**config.mk**
```make
export PLATFORM = sky130hd
export DESIGN_NAME = instr_fetch_unit
export DESIGN_NICKNAME = d
export VERILOG_FILES = /design/src/rtl/instr_fetch_unit.sv
export SDC_FILE = /design/constraint.sdc
export NUM_CORES = 1
export LEC_CHECK = 0
export ABC_AREA = 1
export BUFFER_PORTS_ARGS = -buffer_cell sky130_fd_sc_hd__clkbuf_2
export CAP_MARGIN = 20
export CORE_MARGIN = 1
export CORE_UTILIZATION = 45
export CTS_CLUSTER_DIAMETER = 120
export DETAILED_ROUTE_END_ITERATION = 10
export HOLD_SLACK_MARGIN = 0.02
export PLACE_DENSITY = 0.7
export REMOVE_ABC_BUFFERS = 1
export SYNTH_ARGS = -nofsm -noshare
export SYNTH_HDL_FRONTEND = slang
export SYNTH_SLANG_ARGS = --single-unit
export TNS_END_PERCENT = 10
```
**constraint.sdc**
```tcl
create_clock -name clk -period 9.75 [get_ports clk]
set_input_delay 0.4875 -clock clk [delete_from_list [all_inputs] [get_ports clk]]
set_output_delay 0.4875 -clock clk [all_outputs]
set_load 0.005 [all_outputs]
```
**src/rtl/instr_fetch_unit.sv**
```systemverilog
// Fetch stage: owns the fetch PC, reads imem over req/ack, queues {pc, word} in a prefetch FIFO.
// Latency: an acked word is at the FIFO head one edge later; a full FIFO holds off new requests.
module instr_fetch_unit #(
    parameter int          DEPTH    = 4,
    parameter logic [31:0] RESET_PC = 32'h0000_0000
) (
    input  logic        clk,
    input  logic        reset,
    output logic        mem_req,
    output logic [31:0] mem_addr,
    input  logic        mem_ack,
    input  logic [31:0] mem_rdata,
    input  logic        redirect,
    input  logic [31:0] redirect_pc,
    output logic        instr_valid,
    output logic [31:0] instr,
    output logic [31:0] instr_pc,
    input  logic        instr_ready
);
    localparam int PW = $clog2(DEPTH);
    localparam int CW = PW + 1;

    typedef enum logic [1:0] {IDLE, REQ, DISCARD} state_t;

    state_t        state_q, state_d;
    logic [31:0]   fetch_pc_q, fetch_pc_d;
    logic [31:0]   mem_addr_q, mem_addr_d;
    logic          mem_req_q, mem_req_d;
    logic [PW-1:0] rd_ptr_q, rd_ptr_d, wr_ptr_q, wr_ptr_d;
    logic [CW-1:0] count_q, count_d;
    logic [31:0]   dat_q [DEPTH];
    logic [31:0]   pc_q  [DEPTH];

    logic          xfer, pop, push, flush, space;
    logic [CW:0]   occ;
    logic [31:0]   redir_pc, next_pc;

    assign redir_pc    = redirect_pc & 32'hFFFF_FFFC;
    assign next_pc     = mem_addr_q + 32'd4;
    assign xfer        = mem_req_q && mem_ack;
    assign instr_valid = (count_q != '0);
    assign pop         = instr_valid && instr_ready;
    assign mem_req     = mem_req_q;
    assign mem_addr    = mem_addr_q;
    assign instr       = dat_q[rd_ptr_q];
    assign instr_pc    = pc_q[rd_ptr_q];

    always_ff @(posedge clk or posedge reset) begin
        if (reset) begin
            state_q    <= IDLE;
            fetch_pc_q <= RESET_PC;
            mem_addr_q <= RESET_PC;
            mem_req_q  <= 1'b0;
        end else begin
            state_q    <= state_d;
            fetch_pc_q <= fetch_pc_d;
            mem_addr_q <= mem_addr_d;
            mem_req_q  <= mem_req_d;
        end
    end

    always_comb begin
        state_d    = state_q;
        fetch_pc_d = fetch_pc_q;
        mem_addr_d = mem_addr_q;
        case (state_q)
            IDLE: begin
                if (redirect) begin
                    fetch_pc_d = redir_pc;
                    mem_addr_d = redir_pc;
                    state_d    = REQ;
                end else if (space) begin
                    mem_addr_d = fetch_pc_q;
                    state_d    = REQ;
                end
            end
            REQ: begin
                if (redirect && !xfer) begin
                    // The request cannot be retracted, so ride it out and drop its data.
                    fetch_pc_d = redir_pc;
                    state_d    = DISCARD;
                end else if (redirect) begin
                    fetch_pc_d = redir_pc;
                    mem_addr_d = redir_pc;
                end else if (xfer) begin
                    fetch_pc_d = next_pc;
                    mem_addr_d = next_pc;
                    if (!space) state_d = IDLE;
                end
            end
            DISCARD: begin
                if (redirect) fetch_pc_d = redir_pc;
                if (xfer) begin
                    mem_addr_d = redirect ? redir_pc : fetch_pc_q;
                    state_d    = REQ;
                end
            end
            default: state_d = IDLE;
        endcase
    end

    always_comb begin
        flush     = redirect;
        push      = (state_q == REQ) && xfer && !redirect;
        occ       = flush ? '0 : ({1'b0, count_q} + (CW+1)'(push) - (CW+1)'(pop));
        space     = occ < (CW+1)'(DEPTH);
        mem_req_d = (state_d != IDLE);
    end

    always_comb begin
        rd_ptr_d = rd_ptr_q;
        wr_ptr_d = wr_ptr_q;
        count_d  = count_q;
        if (flush) begin
            rd_ptr_d = '0;
            wr_ptr_d = '0;
            count_d  = '0;
        end else begin
            if (push) wr_ptr_d = wr_ptr_q + PW'(1);
            if (pop)  rd_ptr_d = rd_ptr_q + PW'(1);
            count_d = count_q + CW'(push) - CW'(pop);
        end
    end

    always_ff @(posedge clk or posedge reset) begin
        if (reset) begin
            rd_ptr_q <= '0;
            wr_ptr_q <= '0;
            count_q  <= '0;
            for (int i = 0; i < DEPTH; i++) begin
                dat_q[i] <= '0;
                pc_q[i]  <= '0;
            end
        end else begin
            rd_ptr_q <= rd_ptr_d;
            wr_ptr_q <= wr_ptr_d;
            count_q  <= count_d;
            if (push) begin
                dat_q[wr_ptr_q] <= mem_rdata;
                pc_q[wr_ptr_q]  <= mem_addr_q;
            end
        end
    end
endmodule
```
==> impl_metrics.yaml <==
route:
  vias: 14400
  met2WireLength_um: 20200
  routed_via_density: 5.45
  drt_iter0_drc: 1078
  drtPass1Iterations: 5
  drt-met1-wl_um: 19700
  wl_per_cell_um: 16.7
  dr_wl_met3_um: 3060
  wl_um: 44000
  top_layer_used: "met4"
  drc: 0
  ant_nets: 0
timing:
  final_max_slew_viol_count: 0
  period_share_pct: 50.1
  fmaxAchievable_mhz: 205
  relSlewSlack_pct: 30.1
  skew_ns: 0.0164
  whs_ns: 0.122
  finalSetupTns_ns: 0
  rsz0062_at_grt: "false"
  fin_crit_ns: 4.89
  finalHoldViolations: 0
  setup_viol: 0
  tightest_slew_ns: 1.05
global_routing:
  grtUsageTotal_pct: 24.5
  grt_max_degree: 121
  antenna_found_initial: 0
  grt_pass1_vias: 13600
  grt_pass1_wl_um: 70900
  overflow: 0
cells_and_area:
  syn2layout_area_growth_pct: 13.7
  insertedDiodeCount: 0
  drive_gt1_share_pct: 12.1
  nets: 2231
setup_path:
  required_ns: 10.14
  path_max_fanout: 31
  crit_type: "flip-flop to flip-flop"
  reg2reg_depth: 17
  critPathCaptureType: "flip-flop"
  startpoint: "state_q[0]"
  timing.rr.start: "state_q[0]"
  cp.arrival_ns: 5.28
  r2r_setup_slack_ns: 4.86
  critPathLaunchType: "flip-flop"
  r2r_end: "mem_addr[7]"
clock_tree:
  cts_setup_buffers: 0
  cts_max_path_buffers: 3
  clk_latency_ns: 0.54
  cts_tree: "yes"
  cts_root_buf: "clkbuf_16"
  cts_resized: 0
  clk_pin_slew_ns: 0.06
  cts_max_level: 2
  holdBufCountCts: 0
  cts_buffers: 37
  clock_sinks: 330
pwr:
  p_leak_nw: 8.94
  ir_worst_vdd_mv: 0.211
  pwr_density_cell_nw_per_um2: 303
floorplan:
  die_w_um: 190
  dieArea_um2: 36200
  die_h_um: 190
  core.rowCount: 68
  num_io_pins: 167
  initial_utilization_pct: 46.0
  core_um2: 34700
min_path:
  min-delay-path-class: "input pin to async pin"
place:
  hpwl_um: 26700
  io_buffers: 164
  gp_congestion: 0.894
logic_synthesis:
  synth_flop_cell: "dfrtp_1"
  ys_warn_count: 0
  ys_seq_area_share_pct: 51.7
  async_flop_share_pct: 100
  synth_edf_count: 0
  ys_ff_latch: 330
  synth_cells: 2067
  syn-mean-instance-area_um2: 7.72
  ys_types: 31
  mappedNetlistArea_um2: 16000
flow_run:
  cap_violations: 0
status:
  status: "finished clean"
==> per-layer routing <==
metal / vias to the layer above / GRT usage, %
li1: 6981 / -
met1: 6816 / 34.1
met5: - / 0
met3: 62 / 3.55
met2: 497 / 39.1
met4: 0 / 8.37
==> worst max-delay path: stages (launching register included) <==
cell     delay, ns
dfrtp_1       0.39
inv_2         0.52
nor2_4        0.05
inv_2         0.35
nor2_2        0.09
nand2_1       0.20
ha_1          0.27
inv_1         0.07
ha_1          0.16
inv_1         0.05
fa_1          0.37
xnor2_1       0.14
nand2_1       0.11
nand3_2       0.35
nand2_1       0.92
inv_2         0.46
nand2_1       0.16
o21ai_0       0.09
==> sequential cells by signal, indices dropped and copies added, names as in the netlist <==
register    cells
count_q         3
dat_q         128
fetch_pc_q     32
mem_addr       32
mem_req         1
pc_q          128
rd_ptr_q        2
state_q         2
wr_ptr_q        2
==> cell families (layout without fill, tap and decap cells) <==
kind of cell,count (synthesis),after routing,share of synthesized area (%)
and+or+nand+nor,916,916,22.3
AOI/OAI and AO/OA,560,560,18.4
DFF,330,330,51.7
buffers and inverters,248,361,6.49
adders and majority gates,10,10,0.831
xor gates and xnor gates,3,3,0.165
==> how the worst max path moves through the flow <==
stage / endpoint / depth (start not counted) / slack (ns)
after global placement: mem_addr[7] / 17 / 4.68
final: mem_addr[7] / 17 / 4.86
after CTS: mem_addr[7] / 17 / 4.87
after floorplan: count_q[0] / 1 / 0.12
after detailed placement: mem_addr[7] / 17 / 4.58
after global routing: mem_addr[7] / 17 / 4.42
==> area by class of cell <==
| cell class | count | area [um^2] |
|---|---|---|
| Timing Repair Buffer | 181 | 968 |
| Fill cell | 3374 | 16600 |
| Sequential cell | 330 | 8260 |
| Multi-Input combinational cell | 1489 | 6690 |
| Inverter | 113 | 433 |
| Clock inverter | 14 | 153 |
| Clock buffer | 53 | 1070 |
| Tap cell | 455 | 569 |
==> cells in the mapped netlist, types with 8 or more instances <==
| cell | instances | area share [%] |
|---|---|---|
| nand2_1 | 619 | 15 |
| buf_2 | 69 | 2.2 |
| nor2_1 | 212 | 5.0 |
| clkbuf_1 | 55 | 1.3 |
| buf_1 | 8 | 0.19 |
| dfrtp_1 | 330 | 52 |
| nand3_1 | 75 | 2.4 |
| o21ai_1 | 268 | 8.4 |
| o22ai_1 | 70 | 2.7 |
| o21ai_0 | 169 | 5.3 |
| a21oi_1 | 28 | 0.88 |
| ha_1 | 9 | 0.71 |
| a31oi_1 | 14 | 0.55 |
| inv_2 | 9 | 0.21 |
| inv_1 | 104 | 2.4 |
==> placed cells by master, fill, tap and decap left out, types with 10 or more instances in the layout <==
master / synthesis / final
dfrtp_1: 330 / 328
o21ai_1: 268 / 268
nand2_1: 619 / 615
o21ai_0: 169 / 169
o22ai_1: 70 / 70
a31oi_1: 14 / 14
buf_4: 1 / 16
inv_1: 104 / 101
nand3_1: 75 / 75
clkbuf_16: 0 / 38
clkbuf_2: 0 / 164
nor2_1: 212 / 212
a21oi_1: 28 / 28
inv_2: 9 / 10
==> power breakdown <==
part / switching, mW / internal [mW] / total [mW]
sequential: 0.305 / 1.76 / 2.07
clock: 0.576 / 0.822 / 1.40
combinational: 1.30 / 0.723 / 2.02
total: 2.18 / 3.31 / 5.49
==> stage by stage <==
step	worst slack, ns	instances	util [%]	power (mW)	cell area [um^2]
floorplan	0.123	1932	-	3.31	15300
global placement	4.68	2567	48.7	4.04	16900
detailed placement	4.58	2567	48.7	4.10	16900
CTS	4.87	2634	52.2	5.51	18100
global route	4.42	2635	52.3	5.89	18100
finish	4.86	2635	52.3	5.49	18100
No activity file was read; power rests on OpenSTA's default activity.
